`src/rtl/uart_framer_pkg.sv`:
```
// Shared types and defaults for the UART sample framer: FSM states, error codes
// and the default packet start marker.
package uart_framer_pkg;

    localparam logic [7:0] DEFAULT_SYNC = 8'hA5;

    typedef enum logic [2:0] {
        HUNT,
        LEN,
        LO,
        HI,
        CSUM
    } state_t;

    typedef enum logic [1:0] {
        ERR_LEN     = 2'd0,
        ERR_SPACE   = 2'd1,
        ERR_CSUM    = 2'd2,
        ERR_TIMEOUT = 2'd3
    } err_t;

endpackage

```
`src/rtl/uart_sample_framer_if.sv`:
```
// Byte-in / sample-out stream bundle of the framer, plus its packet status.
// master is the framer itself; slave is whatever feeds and drains it.
interface uart_sample_framer_if #(
    parameter int DEPTH = 128
) ();

    localparam int PW = $clog2(DEPTH) + 1;

    logic [7:0]    in_data;
    logic          in_valid;
    logic [15:0]   out_data;
    logic          out_last;
    logic          out_valid;
    logic          out_ready;
    logic          pkt_ok;
    logic          pkt_err;
    logic [1:0]    err_code;
    logic [PW-1:0] level;

    modport master (
        input  in_data, in_valid, out_ready,
        output out_data, out_last, out_valid, pkt_ok, pkt_err, err_code, level
    );

    modport slave (
        output in_data, in_valid, out_ready,
        input  out_data, out_last, out_valid, pkt_ok, pkt_err, err_code, level
    );

endinterface

```
`src/rtl/sample_commit_fifo.sv`:
```
// Show-ahead FIFO with a tentative write pointer: writes stay invisible to the
// reader until commit copies wr_tent to wr_commit; rewind discards them.
module sample_commit_fifo #(
    parameter int DEPTH = 128,
    parameter int WIDTH = 17,
    localparam int AW   = $clog2(DEPTH),
    localparam int PW   = AW + 1
) (
    input  logic             clk,
    input  logic             reset,
    input  logic             wr_en,
    input  logic [WIDTH-1:0] wr_data,
    input  logic             commit,
    input  logic             rewind,
    input  logic             rd_en,
    output logic [WIDTH-1:0] rd_data,
    output logic             rd_valid,
    output logic [PW-1:0]    level,
    output logic [PW-1:0]    free
);

    logic [WIDTH-1:0] mem [DEPTH];
    logic [PW-1:0]    wr_tent;
    logic [PW-1:0]    wr_commit;
    logic [PW-1:0]    rd;

    // NOTE: storage has no reset; the pointers alone define what is valid, so
    // clearing them flushes the FIFO without a reset fan-out to every entry.
    always_ff @(posedge clk) begin
        if (wr_en) begin
            mem[wr_tent[AW-1:0]] <= wr_data;
        end
    end

    // NOTE: state registers use non-blocking assignments so every register
    // samples pre-edge values regardless of statement order.
    always_ff @(posedge clk or posedge reset) begin
        if (reset) begin
            wr_tent   <= '0;
            wr_commit <= '0;
            rd        <= '0;
        end else begin
            if (rewind) begin
                wr_tent <= wr_commit;
            end else if (wr_en) begin
                wr_tent <= wr_tent + 1'b1;
            end
            if (commit) begin
                wr_commit <= wr_tent;
            end
            if (rd_en && rd_valid) begin
                rd <= rd + 1'b1;
            end
        end
    end

    // Pointers carry one extra wrap bit, so equal pointers mean empty and a
    // difference of DEPTH (MSBs differ, rest equal) means full.
    assign rd_valid = (rd != wr_commit);
    assign level    = wr_commit - rd;
    assign free     = PW'(DEPTH) - level;
    assign rd_data  = mem[rd[AW-1:0]];

endmodule

```
`src/rtl/uart_sample_framer.sv`:
```
// Packet framer behind the UART receiver: sync hunt, length/checksum parsing and
// commit-on-success buffering of 16-bit samples.
module uart_sample_framer
    import uart_framer_pkg::*;
#(
    parameter logic [7:0] SYNC_BYTE      = DEFAULT_SYNC,
    parameter int         MAX_SAMPLES    = 64,
    parameter int         DEPTH          = 128,
    parameter int         TIMEOUT_CYCLES = 100000
) (
    input logic                  clk,
    input logic                  reset,
    uart_sample_framer_if.master bus
);

    localparam int PW = $clog2(DEPTH) + 1;
    localparam int TW = $clog2(TIMEOUT_CYCLES + 1);
    localparam logic [TW-1:0] T_LIMIT = TW'(TIMEOUT_CYCLES - 1);

    state_t        state;
    err_t          err_q;
    logic [7:0]    csum;
    logic [7:0]    lo_byte;
    logic [7:0]    remaining;
    logic [TW-1:0] tcnt;
    logic          pkt_ok_q;
    logic          pkt_err_q;

    logic          timeout_hit;
    logic          byte_ev;
    logic          len_bad;
    logic          len_no_space;
    logic          csum_match;
    logic          wr_en;
    logic          commit;
    logic          rewind;
    logic [16:0]   wr_data;
    logic [16:0]   rd_data;
    logic          rd_valid;
    logic [PW-1:0] level;
    logic [PW-1:0] free;

    // A timeout takes priority over a byte arriving in the same cycle.
    assign timeout_hit  = (state != HUNT) && (tcnt == T_LIMIT);
    assign byte_ev      = bus.in_valid && !timeout_hit;
    assign len_bad      = (bus.in_data == 8'd0) || (bus.in_data > 8'(MAX_SAMPLES));
    assign len_no_space = {8'd0, free} < {{PW{1'b0}}, bus.in_data};
    assign csum_match   = (bus.in_data == csum);
    assign wr_data      = {bus.in_data, lo_byte, remaining == 8'd1};

    // NOTE: every output of a combinational block gets a default first, so no
    // path through the case leaves a value unassigned and infers a latch.
    always_comb begin
        wr_en  = 1'b0;
        commit = 1'b0;
        rewind = timeout_hit;
        if (byte_ev) begin
            case (state)
                LEN:     rewind = !len_bad && !len_no_space;
                HI:      wr_en  = 1'b1;
                CSUM: begin
                    commit = csum_match;
                    rewind = !csum_match;
                end
                default: ;
            endcase
        end
    end

    always_ff @(posedge clk or posedge reset) begin
        if (reset) begin
            state     <= HUNT;
            err_q     <= ERR_LEN;
            csum      <= '0;
            lo_byte   <= '0;
            remaining <= '0;
            tcnt      <= '0;
            pkt_ok_q  <= 1'b0;
            pkt_err_q <= 1'b0;
        end else begin
            pkt_ok_q  <= 1'b0;
            pkt_err_q <= 1'b0;
            if (timeout_hit) begin
                state     <= HUNT;
                pkt_err_q <= 1'b1;
                err_q     <= ERR_TIMEOUT;
                tcnt      <= '0;
            end else begin
                tcnt <= (state == HUNT || bus.in_valid) ? '0 : tcnt + 1'b1;
                if (bus.in_valid) begin
                    case (state)
                        HUNT: begin
                            if (bus.in_data == SYNC_BYTE) begin
                                state <= LEN;
                            end
                        end
                        LEN: begin
                            if (len_bad) begin
                                state     <= HUNT;
                                pkt_err_q <= 1'b1;
                                err_q     <= ERR_LEN;
                            end else if (len_no_space) begin
                                state     <= HUNT;
                                pkt_err_q <= 1'b1;
                                err_q     <= ERR_SPACE;
                            end else begin
                                remaining <= bus.in_data;
                                csum      <= bus.in_data;
                                state     <= LO;
                            end
                        end
                        LO: begin
                            lo_byte <= bus.in_data;
                            csum    <= csum ^ bus.in_data;
                            state   <= HI;
                        end
                        HI: begin
                            csum      <= csum ^ bus.in_data;
                            remaining <= remaining - 8'd1;
                            state     <= (remaining == 8'd1) ? CSUM : LO;
                        end
                        CSUM: begin
                            state <= HUNT;
                            if (csum_match) begin
                                pkt_ok_q <= 1'b1;
                            end else begin
                                pkt_err_q <= 1'b1;
                                err_q     <= ERR_CSUM;
                            end
                        end
                        default: state <= HUNT;
                    endcase
                end
            end
        end
    end

    sample_commit_fifo #(
        .DEPTH (DEPTH),
        .WIDTH (17)
    ) u_fifo (
        .clk      (clk),
        .reset    (reset),
        .wr_en    (wr_en),
        .wr_data  (wr_data),
        .commit   (commit),
        .rewind   (rewind),
        .rd_en    (bus.out_ready),
        .rd_data  (rd_data),
        .rd_valid (rd_valid),
        .level    (level),
        .free     (free)
    );

    // Data is masked when nothing is presented so idle/reset outputs read zero.
    assign bus.out_valid = rd_valid;
    assign bus.out_data  = rd_valid ? rd_data[16:1] : 16'd0;
    assign bus.out_last  = rd_valid && rd_data[0];
    assign bus.pkt_ok    = pkt_ok_q;
    assign bus.pkt_err   = pkt_err_q;
    assign bus.err_code  = err_q;
    assign bus.level     = level;

endmodule

```
`src/flat_wrapper.sv`:
```
// flat-port wrapper written by rule: the top's interface ports become plain ports
module uart_sample_framer_flat import uart_framer_pkg::*;
#(
    parameter logic [7:0] SYNC_BYTE      = DEFAULT_SYNC,
    parameter int         MAX_SAMPLES    = 64,
    parameter int         DEPTH          = 128,
    parameter int         TIMEOUT_CYCLES = 100000
)
  (clk, reset, bus_in_data, bus_in_valid, bus_out_ready, bus_out_data, bus_out_last, bus_out_valid, bus_pkt_ok, bus_pkt_err, bus_err_code, bus_level);
  uart_sample_framer_if #(.DEPTH(DEPTH)) bus_i ();
  input logic clk;
  input logic reset;
  input wire logic [$bits(bus_i.in_data)-1:0] bus_in_data;
  input wire logic [$bits(bus_i.in_valid)-1:0] bus_in_valid;
  input wire logic [$bits(bus_i.out_ready)-1:0] bus_out_ready;
  output wire logic [$bits(bus_i.out_data)-1:0] bus_out_data;
  output wire logic [$bits(bus_i.out_last)-1:0] bus_out_last;
  output wire logic [$bits(bus_i.out_valid)-1:0] bus_out_valid;
  output wire logic [$bits(bus_i.pkt_ok)-1:0] bus_pkt_ok;
  output wire logic [$bits(bus_i.pkt_err)-1:0] bus_pkt_err;
  output wire logic [$bits(bus_i.err_code)-1:0] bus_err_code;
  output wire logic [$bits(bus_i.level)-1:0] bus_level;
  assign bus_i.in_data = bus_in_data;
  assign bus_i.in_valid = bus_in_valid;
  assign bus_i.out_ready = bus_out_ready;
  assign bus_out_data = bus_i.out_data;
  assign bus_out_last = bus_i.out_last;
  assign bus_out_valid = bus_i.out_valid;
  assign bus_pkt_ok = bus_i.pkt_ok;
  assign bus_pkt_err = bus_i.pkt_err;
  assign bus_err_code = bus_i.err_code;
  assign bus_level = bus_i.level;
  uart_sample_framer #(.SYNC_BYTE(SYNC_BYTE), .MAX_SAMPLES(MAX_SAMPLES), .DEPTH(DEPTH), .TIMEOUT_CYCLES(TIMEOUT_CYCLES)) u_core (.clk(clk), .reset(reset), .bus(bus_i));
endmodule
```
`config.mk`:
```
export PLATFORM = sky130hd
export DESIGN_NAME = uart_sample_framer_flat
export DESIGN_NICKNAME = d
export VERILOG_FILES = /design/src/rtl/uart_framer_pkg.sv /design/src/rtl/uart_sample_framer_if.sv /design/src/rtl/sample_commit_fifo.sv /design/src/rtl/uart_sample_framer.sv /design/src/flat_wrapper.sv
export SDC_FILE = /design/constraint.sdc
export NUM_CORES = 2
export LEC_CHECK = 0
export ABC_AREA = 0
export BUFFER_PORTS_ARGS = -buffer_cell sky130_fd_sc_hd__buf_2
export CAP_MARGIN = 25
export CELL_PAD_IN_SITES_DETAIL_PLACEMENT = 1
export CELL_PAD_IN_SITES_GLOBAL_PLACEMENT = 2
export CORE_MARGIN = 2
export CORE_UTILIZATION = 50
export CTS_CLUSTER_SIZE = 20
export DETAILED_ROUTE_END_ITERATION = 16
export PLACE_DENSITY = 0.75
export SYNTH_ARGS = -nofsm -noshare
export SYNTH_HDL_FRONTEND = slang
export SYNTH_HIERARCHICAL = 1
export SYNTH_SLANG_ARGS = --single-unit
```
`constraint.sdc`:
```
create_clock -name clk -period 7.2 [get_ports clk]
set_input_delay 1.08 -clock clk [delete_from_list [all_inputs] [get_ports clk]]
set_output_delay 1.08 -clock clk [all_outputs]
set_load 0.03 [all_outputs]
```
==> flow_summary.toml <==
[status]
status = "finished clean"

[critical_path]
path_class = "reg -> out"
worst-endpoint-arrival_ns = 5.79
path_common_cell = "buf_12"
worstPathRequired_ns = 6.12
critPathTopFamily = "compound AO/OA/AOI/OAI gates"
crit_path_start = "u_core/u_fifo/rd[1]"
slowest_stage = "a221oi_1"
reg2reg_slack_ns = 1.71
start_kind = "flop"
slowest_delay_ns = 0.88
cp-end-kind = "output port"
path_max_fanout = 75
path_cells = "buf_12 > buf_12 > buf_4 > mux4_2 > a22oi_1 > nand3_1 > a221oi_1 > a31oi_1 > and2_1 > buf_2"
path_buf_inv = 4
r2r_start = "u_core/u_fifo/rd[0]"

[global_routing]
antenna_found_initial = 5
grt_pass1_vias = 46500
grt_max_degree = 106
grt_pass1_wl_mm = 358
track_usage = 0.283
grt-ovfl-total = 0

[cells_and_area]
final_util = 0.566
multi_input_area_um2 = 19900
drive_gt1_frac = 0.260
fill_cells = 15000
register_area_um2 = 67200
area_delta_synth_final_pct = 12.8
design_area_um2 = 99500
fin_nets = 4575
final_cells = 7071

[route]
final_antenna_net_count = 0
wl_met3_mm = 19.7
wl_per_cell_um = 35.7
drc = 0
top_layer = "met4"
vias = 45700
routed_via_density = 6.46
routed_wl_mm = 252
wl_met1_mm = 104
dr.pass1.iters = 6
wl_met2_mm = 120
drtIter0Drc = 5594

[timing]
grt_setup_unrepaired = "false"
drv_slew = 0
period_minus_slack_ns = 6.87
setup_tns_ns = 0
period_share = 0.954
whs_ns = 0.235
setup_viol = 0
hold_viol_final = 0
worstMarginPinSlew_ns = 1.21
relSlewSlack = 0.188
fmax_ghz = 0.146
clock_skew_ns = 0.0349

[synth]
yosys_warnings = 6
synth_top_family_by_area = "multiplexers"
synth_mux_area_frac = 0.152
synth-edff-count = 2176
synthCells = 4288
synth.distinct_cells = 76
synth_compound_area_frac = 0.0351
syn_avg_cell_area_um2 = 20.6
ys.flop_type = "edfxtp_1"
synth_xor_area_frac = 0.00472
netlist_area_um2 = 88200
synth_fa_ha_area_frac = 0.00306
synth_nets = 4321
synth-simple-area-share = 0.0259
ys_seq_area_frac = 0.761
synth_seq_cells = 2248
postSynth.asyncResetShare = 0.0320

[clocking]
clock-root-buffer = "clkbuf_16"
post_cts_buffers = 0
cts_resized = 0
cts_made_buffers = 223
cts.reportedPaths.clkPinSlew_ns = 0.06
clockBufferDepth = 3
htree_levels = 4
clock_sinks = 2248
cts_hold_buf = 0
cts_tree = "yes"
insertion_delay_ns = 0.87

[floorplan]
die_area_um2 = 180000
placementRows = 154
initial_core_util = 0.502
die_w_um = 424
top_level_ports = 42
fp.coreArea_um2 = 176000
die_height_um = 424

[placed_design]
gp_congestion = 0.879
dp_cells = 6653
port_buffers = 41
place_area_um2 = 92300
dp_hpwl_mm = 151

[min_path]
hold_class = "in -> async"

[power]
power.density_nw_per_um2 = 394
power.leakage_uw = 0.0319
peakVddDrop_uv = 401

[job]
maxCapViolations = 0
worst register-to-register path: cells and delay by family (launching register included):
family                     cells  cell delay, ns
xor gates and xnor gates       2            0.49
AOI/OAI and AO/OA              8            2.72
adders and majority gates      3            1.00
and+or+nand+nor                2            0.34
buffers and inverters          1            0.06
DFF                            1            0.71
where the power goes:
group | internal [µW] | total [µW] | switching (µW)
Clock | 6400 | 11400 | 5010
Combinational | 4200 | 11600 | 7440
Sequential | 15400 | 16100 | 730
routing by layer:
| layer | GRT usage | vias up |
|---|---|---|
| met5 | 0 | - |
| met3 | 0.0444 | 408 |
| li1 | - | 18300 |
| met1 | 0.411 | 24900 |
| met4 | 0.0977 | 0 |
| met2 | 0.442 | 2101 |
layout by cell type, fill, tap and decap left out, drive strengths merged, types with 7 or more instances in the layout:
cell      Yosys  routed
a2111oi       8       8
a211o        21      21
a211oi        7       7
a21oi       100     100
a221oi       34      34
a22oi        55      55
a31oi        22      22
a32oi        12      12
and2         23      23
and3          9       9
buf         137     266
bufinv        0      19
clkbuf      100     259
clkinv        2     115
clkinvlp      0       8
dfrtp        72      72
edfxtp     2176    2176
ha           20      20
inv          34      46
mux2         16      16
mux2i       231     231
mux4        486     486
nand2       151     151
nand2b        9       9
nand3        48      48
nand4        10      10
nor2        190     190
nor2b        16      16
nor3         25      25
nor4          7       7
o211ai       20      20
o21ai        88      88
o221ai       22      22
o22ai        29      29
xnor2        25      25
xor2         20      20
cells in the mapped netlist, types with 36 or more instances:
| master | instances | area share |
|---|---|---|
| mux4_2 | 486 | 0.12 |
| a21oi_1 | 98 | 0.0056 |
| nand2_1 | 151 | 0.0064 |
| mux2i_1 | 231 | 0.026 |
| nor2_1 | 190 | 0.0081 |
| buf_2 | 39 | 0.0022 |
| a22oi_1 | 55 | 0.0047 |
| dfrtp_1 | 72 | 0.020 |
| clkbuf_1 | 100 | 0.0043 |
| buf_6 | 36 | 0.0046 |
| edfxtp_1 | 2176 | 0.74 |
| o21ai_0 | 65 | 0.0037 |
| nand3_1 | 48 | 0.0027 |
cell type report:
class	instances	share of cell area
Clock buffer	259	0.0577
Antenna cell	3	0.0000754
Tap cell	2340	0.0294
Sequential cell	2248	0.675
Multi-Input combinational cell	1767	0.200
Clock inverter	152	0.0140
Timing Repair Buffer	266	0.0223
Inverter	36	0.00142
metrics by stage:
step | setup slack, ns | power [µW]
2_1_floorplan | 1.52 | 23400
3_3_place_gp | 1.25 | 27800
3_5_place_dp | 1.30 | 28000
4_1_cts | 0.330 | 39300
5_1_grt | 0.291 | 40300
6_report | 0.331 | 39200
cell families after synthesis:
family | after synthesis
compound gates | 458
xor+xnor | 46
fa+ha+maj | 21
buf+inv | 273
flops | 2248
mux | 733
simple gates | 509
final timing paths:
check,to,depth (start not counted)
max in group asynchronous,u_core/tcnt[13],3
min,u_core/csum[3],2
max reg2reg,u_core/u_fifo/wr_tent[7],16
min reg2reg,u_core/u_fifo/wr_tent[0],2
min in group clk,u_core/u_fifo/wr_tent[0],2
max,bus_out_data[9],10
flip-flops by register name, summed over array words and instances, names as in the netlist:
register,count
u_core/remaining,8
u_core/u_fifo/rd,8
u_core/u_fifo/wr_commit,8
u_core/tcnt,17
u_core/csum,8
u_core/u_fifo/mem,2176
u_core/lo_byte,8
u_core/bus.err_code,2
u_core/u_fifo/wr_tent,8
u_core/bus.pkt_err,1
u_core/state,3
u_core/bus.pkt_ok,1
Power figures use the tool's default switching activity.
